## src/rtl/data_ram_pkg.sv

```systemverilog
// Shared constants, FSM encoding and helpers for the data_ram_ctrl load/store memory.
package data_ram_pkg;

  localparam int unsigned DEFAULT_ADDR_W = 6;
  localparam int unsigned DEFAULT_DATA_W = 32;
  localparam int unsigned LANES          = DEFAULT_DATA_W / 8;

  localparam int unsigned READ_LAT_MIN = 1;
  localparam int unsigned READ_LAT_MAX = 2;

  localparam logic [DEFAULT_DATA_W-1:0] RESET_VAL_DEFAULT = '0;

  typedef enum logic {
    CLEAR = 1'b0,
    RUN   = 1'b1
  } state_e;

  function automatic int unsigned lanes_of(input int unsigned data_w);
    return data_w / 8;
  endfunction

  function automatic bit read_lat_legal(input int unsigned lat);
    return (lat == READ_LAT_MIN) || (lat == READ_LAT_MAX);
  endfunction

endpackage

```

## src/rtl/ram_core.sv

```systemverilog
// Storage array with byte-lane writes and the first (read-first) read register.
module ram_core
  import data_ram_pkg::*;
#(
  parameter int unsigned       ADDR_W    = DEFAULT_ADDR_W,
  parameter int unsigned       DATA_W    = DEFAULT_DATA_W,
  parameter int unsigned       BE_W      = LANES,
  parameter logic [DATA_W-1:0] RESET_VAL = '0
) (
  input  logic              clk_i,
  input  logic              rst_i,
  input  logic              we_i,
  input  logic [BE_W-1:0]   be_i,
  input  logic              re_i,
  input  logic [ADDR_W-1:0] addr_i,
  input  logic [DATA_W-1:0] wdata_i,
  output logic [DATA_W-1:0] rdata_o
);

  logic [DATA_W-1:0] mem_q [2**ADDR_W];
  logic [DATA_W-1:0] rdata_q;

  // NOTE: the array has no reset so it maps onto block RAM; clearing is done by the controller's sweep.
  always_ff @(posedge clk_i) begin
    if (we_i) begin
      for (int i = 0; i < BE_W; i++) begin
        if (be_i[i]) mem_q[addr_i][8*i +: 8] <= wdata_i[8*i +: 8];
      end
    end
  end

  // NOTE: sequential state uses non-blocking assignments so every register samples pre-edge values.
  always_ff @(posedge clk_i) begin
    if (rst_i)     rdata_q <= RESET_VAL;
    else if (re_i) rdata_q <= mem_q[addr_i];
  end

  assign rdata_o = rdata_q;

endmodule

```

## src/rtl/data_ram_ctrl.sv

```systemverilog
// Load/store data RAM controller: handshake, clear sweep (macro RAM_CLEAR_EN) and 1/2-cycle read pipeline.
module data_ram_ctrl
  import data_ram_pkg::*;
#(
  parameter int unsigned       ADDR_W    = DEFAULT_ADDR_W,
  parameter int unsigned       DATA_W    = DEFAULT_DATA_W,
  parameter int unsigned       READ_LAT  = READ_LAT_MIN,
  parameter logic [DATA_W-1:0] RESET_VAL = DATA_W'(RESET_VAL_DEFAULT)
) (
  input  logic                clka,
  input  logic                rsta,
  input  logic                req,
  input  logic                wea,
  input  logic [DATA_W/8-1:0] bea,
  input  logic [ADDR_W-1:0]   addra,
  input  logic [DATA_W-1:0]   dina,
  output logic                ready,
  output logic [DATA_W-1:0]   douta,
  output logic                rvalid,
  output logic                busy
);

  localparam int unsigned NLANES = lanes_of(DATA_W);

  if (!read_lat_legal(READ_LAT)) begin : g_bad_lat
    $error("data_ram_ctrl: READ_LAT must be 1 or 2");
  end
  if (DATA_W % 8 != 0) begin : g_bad_width
    $error("data_ram_ctrl: DATA_W must be a multiple of 8");
  end

`ifdef RAM_CLEAR_EN
  localparam state_e RESET_STATE = CLEAR;
  logic [ADDR_W-1:0] clr_cnt_q;
`else
  localparam state_e RESET_STATE = RUN;
`endif

  state_e              state_q, state_d;
  logic                core_we, core_re;
  logic [NLANES-1:0]   core_be;
  logic [ADDR_W-1:0]   core_addr;
  logic [DATA_W-1:0]   core_wdata, core_rdata;
  logic                valid1_q;

  // NOTE: every output of this block gets a default first, so no path leaves a latch behind.
  always_comb begin
    state_d    = state_q;
    ready      = 1'b0;
    busy       = 1'b0;
    core_we    = 1'b0;
    core_re    = 1'b0;
    core_be    = bea;
    core_addr  = addra;
    core_wdata = dina;
    case (state_q)
      RUN: begin
        // rsta gating keeps an access on the reset edge from committing.
        ready   = !rsta;
        core_we = req && wea && !rsta;
        core_re = req && !wea && !rsta;
      end
`ifdef RAM_CLEAR_EN
      CLEAR: begin
        busy       = 1'b1;
        core_we    = !rsta;
        core_be    = '1;
        core_addr  = clr_cnt_q;
        core_wdata = RESET_VAL;
        if (&clr_cnt_q) state_d = RUN;
      end
`endif
      default: ;
    endcase
  end

  always_ff @(posedge clka) begin
    if (rsta) begin
      state_q  <= RESET_STATE;
      valid1_q <= 1'b0;
    end else begin
      state_q  <= state_d;
      valid1_q <= core_re;
    end
  end

`ifdef RAM_CLEAR_EN
  always_ff @(posedge clka) begin
    if (rsta)                 clr_cnt_q <= '0;
    else if (state_q == CLEAR) clr_cnt_q <= clr_cnt_q + ADDR_W'(1);
  end
`endif

  ram_core #(
    .ADDR_W   (ADDR_W),
    .DATA_W   (DATA_W),
    .BE_W     (NLANES),
    .RESET_VAL(RESET_VAL)
  ) u_core (
    .clk_i  (clka),
    .rst_i  (rsta),
    .we_i   (core_we),
    .be_i   (core_be),
    .re_i   (core_re),
    .addr_i (core_addr),
    .wdata_i(core_wdata),
    .rdata_o(core_rdata)
  );

  if (READ_LAT == 2) begin : g_lat2
    logic              valid2_q;
    logic [DATA_W-1:0] dout2_q;
    always_ff @(posedge clka) begin
      if (rsta) begin
        valid2_q <= 1'b0;
        dout2_q  <= RESET_VAL;
      end else begin
        valid2_q <= valid1_q;
        if (valid1_q) dout2_q <= core_rdata;
      end
    end
    assign rvalid = valid2_q;
    assign douta  = dout2_q;
  end else begin : g_lat1
    assign rvalid = valid1_q;
    assign douta  = core_rdata;
  end

endmodule

```

## config.mk

```make
export PLATFORM = sky130hd
export DESIGN_NAME = data_ram_ctrl
export DESIGN_NICKNAME = d
export VERILOG_FILES = /design/src/rtl/data_ram_pkg.sv /design/src/rtl/ram_core.sv /design/src/rtl/data_ram_ctrl.sv
export SDC_FILE = /design/constraint.sdc
export NUM_CORES = 2
export LEC_CHECK = 0
export BUFFER_PORTS_ARGS = -buffer_cell sky130_fd_sc_hd__clkbuf_2
export CAP_MARGIN = 25
export CORE_AREA = 10 10 491 493
export CTS_CLUSTER_DIAMETER = 200
export DETAILED_ROUTE_END_ITERATION = 6
export DIE_AREA = 0 0 501 503
export PLACE_DENSITY = 0.49
export SETUP_SLACK_MARGIN = 0.02
export SKIP_CTS_REPAIR_TIMING = 1
export SYNTH_ARGS = -nofsm -noshare
export SYNTH_HDL_FRONTEND = slang
export SYNTH_SLANG_ARGS = --single-unit
```

## constraint.sdc

```tcl
create_clock -name clka -period 4.1 [get_ports clka]
set_input_delay 1.025 -clock clka [delete_from_list [all_inputs] [get_ports clka]]
set_output_delay 1.025 -clock clka [all_outputs]
set_load 0.005 [all_outputs]
```

==> qor.yml <==
seq_area_frac_synth_pct: 77.13
drt_wl_total_mm: 276.0
areaGrowthSynthToFinish_pct: 18.50
grt.total_usage_pct: 21.26
portBuffers: 79
synth_ff_type: "edfxtp_1"
place_area_um2: 88360
drt-pass1-iter-count: 7
start_util_pct: 34.82
synth_cell_type_count: 69
relSlewSlack_pct: 30.65
grt_max_degree: 65
grt_pass1_wl_mm: 380.8
antenna_found_initial: 19
grt_overflow: 0
syn_inst: 4400
fp.dieArea_um2: 252000
yosys_warnings: 0
post-route-period-util_pct: 77.58
core_um2: 231400
nNetsFinal: 5012
clkSinkCount: 2081
fin_util_pct: 41.27
routed_via_density: 5.750
synth_edf_count: 2048
numCtsBuffers: 216
synth_area_per_cell_um2: 18.32
fmax_ghz: 0.3144
finalClockSkew_ns: 0.04365
cts_max_path_buffers: 3
crit_type: "input pin to flip-flop"
vias: 47180
pin_count: 81
finalSetupViolCount: 0
grt_pass1_vias: 46190
hpwl_mm: 177.7
gp_congestion: 0.8606
insertion_delay_ns: 0.88
hold_viol_final: 0
rsz0062_at_grt: "no"
ys_async_sr_fraction_pct: 0
first_iter_violations: 6098
worstMarginPinSlew_ns: 1.040
synth_area_leaders: "edfxtp_1 76%, mux4_2 4.4%, mux2i_1 3.5%, a221oi_1 1.8%, mux2_2 1.7%"
rows: 177
totalNegativeSetupSlack_ns: 0
yosysTopAreaCellShare_pct: 76.31
cts_root_buf: "clkbuf_16"
drt-wirelength-per-cell_um: 33.63
ant_nets: 0
cts_tree: "done"
cp.required_ns: 4.86
power.leakage_uw: 0.03133
final_cells: 8205
drc: 0
peakVddDrop_mv: 0.4106
hold_slack_ns: 0.4985
synth_top_area_cell: "edfxtp_1"
status: "finished clean"
path_max_fanout: 43
min_path_type: "input pin to flip-flop"
syn-num-nets: 4446
yosysMostFrequentCell: "edfxtp_1"
dieWidth_um: 501
synthTopCellsByCount: "2048 x edfxtp_1, 336 x nor2_1, 284 x mux2i_1"
place_inst: 7784
crit_arrival_ns: 3.94
finalCriticalPeriod_ns: 3.181
critPathLaunchType: "input pin"
ys_ff_latch: 2081
worst_setup_path_end_kind: "flip-flop"
die_h_um: 503
drv_slew: 0
clk_pin_slew_worst_paths_ns: 0.06
power.density_nw_per_um2: 478.6
layout-drive-gt1-share_pct: 25.30
maxCapViolations: 0
syn_area_um2: 80590
final_cell_area_um2: 95500
htree_levels: 4
layout make-up:
class	instances	area (um2)
tap	3043	3807
multi-input combinational	2010	16930
timing repair buffer	652	5585
inverter	5	32.53
sequential	2081	62160
fill	20630	135900
clock buffer	272	5688
clock inverter	139	1299
antenna	3	7.507
where the power goes:
group | internal (uW) | switching (uW)
clock | 11100 | 8450
combinational | 850 | 1840
sequential | 23400 | 66.4
total | 35300 | 10400
worst paths after layout:
kind	start	to	slack, ns	depth (start not counted)
min	dina[6]	u_core.mem_q[16][6]$_DFFE_PP_	0.50	1
max	addra[0]	u_core.rdata_o[25]$_SDFFE_PP0P_	0.92	8
max reg2reg	u_core.mem_q[15][25]$_DFFE_PP_	u_core.rdata_o[25]$_SDFFE_PP0P_	1.65	6
min reg2reg	u_core.rdata_o[28]$_SDFFE_PP0P_	u_core.rdata_o[28]$_SDFFE_PP0P_	0.59	2
critical path, stage by stage:
cell      delay (ns)
buf_8           0.36
and2b_2         0.55
buf_4           0.32
a22oi_1         0.22
o21ai_0         0.10
a221oi_1        0.59
o221ai_1        0.33
o32a_1          0.35
registers in the layout (all words and copies together), names as in the netlist:
register and flops:
u_core.rdata_o 32, rvalid 1, u_core.mem_q 2048
per-layer routing:
layer | wire length (um) | GRT usage, %
met1 | 118800 | 30.32
met2 | 126100 | 33.07
met3 | 23340 | 4.425
met4 | 7713 | 5.850
met5 | 41 | 0
placed cells by master (no fill, tap or decap), drive strengths merged, types with 5 or more instances in the layout:
master	count
o32a	9
nand2b	6
o21ai	98
inv	12
dfxtp	33
clkinv	107
nor4	5
a31oi	33
edfxtp	2048
mux2	130
and2	10
o22ai	105
o2bb2ai	7
mux4	159
nand3	22
buf	576
a21o	6
o22a	24
or2	6
bufinv	20
a21oi	111
nor2b	15
a22oi	124
clkbuf	348
a222oi	29
a211oi	10
and3	18
nand4	6
a221o	67
mux2i	284
nand2	107
nor3	7
a221oi	163
clkinvlp	5
nor2	338
o211ai	15
a22o	52
stage by stage:
stage / setup WS, ns / power (uW)
2_1_floorplan: 0.9463 / 25040
3_3_place_gp: 0.09573 / 26560
3_5_place_dp: 0.09984 / 26580
4_1_cts: 1.028 / 45990
5_1_grt: 0.8629 / 46950
6_report: 0.9194 / 45710
cell families (layout without fill, tap and decap cells):
group	Yosys count	after routing	share of synthesized area, %
DFF	2081	2081	77.13
AOI/OAI and AO/OA	880	880	8.093
muxes	573	573	9.796
and+or+nand+nor	556	556	2.942
buffers and inverters	309	1068	2.038
other	1	4	0.004653
Note: power is estimated with default switching activity, not from simulation.
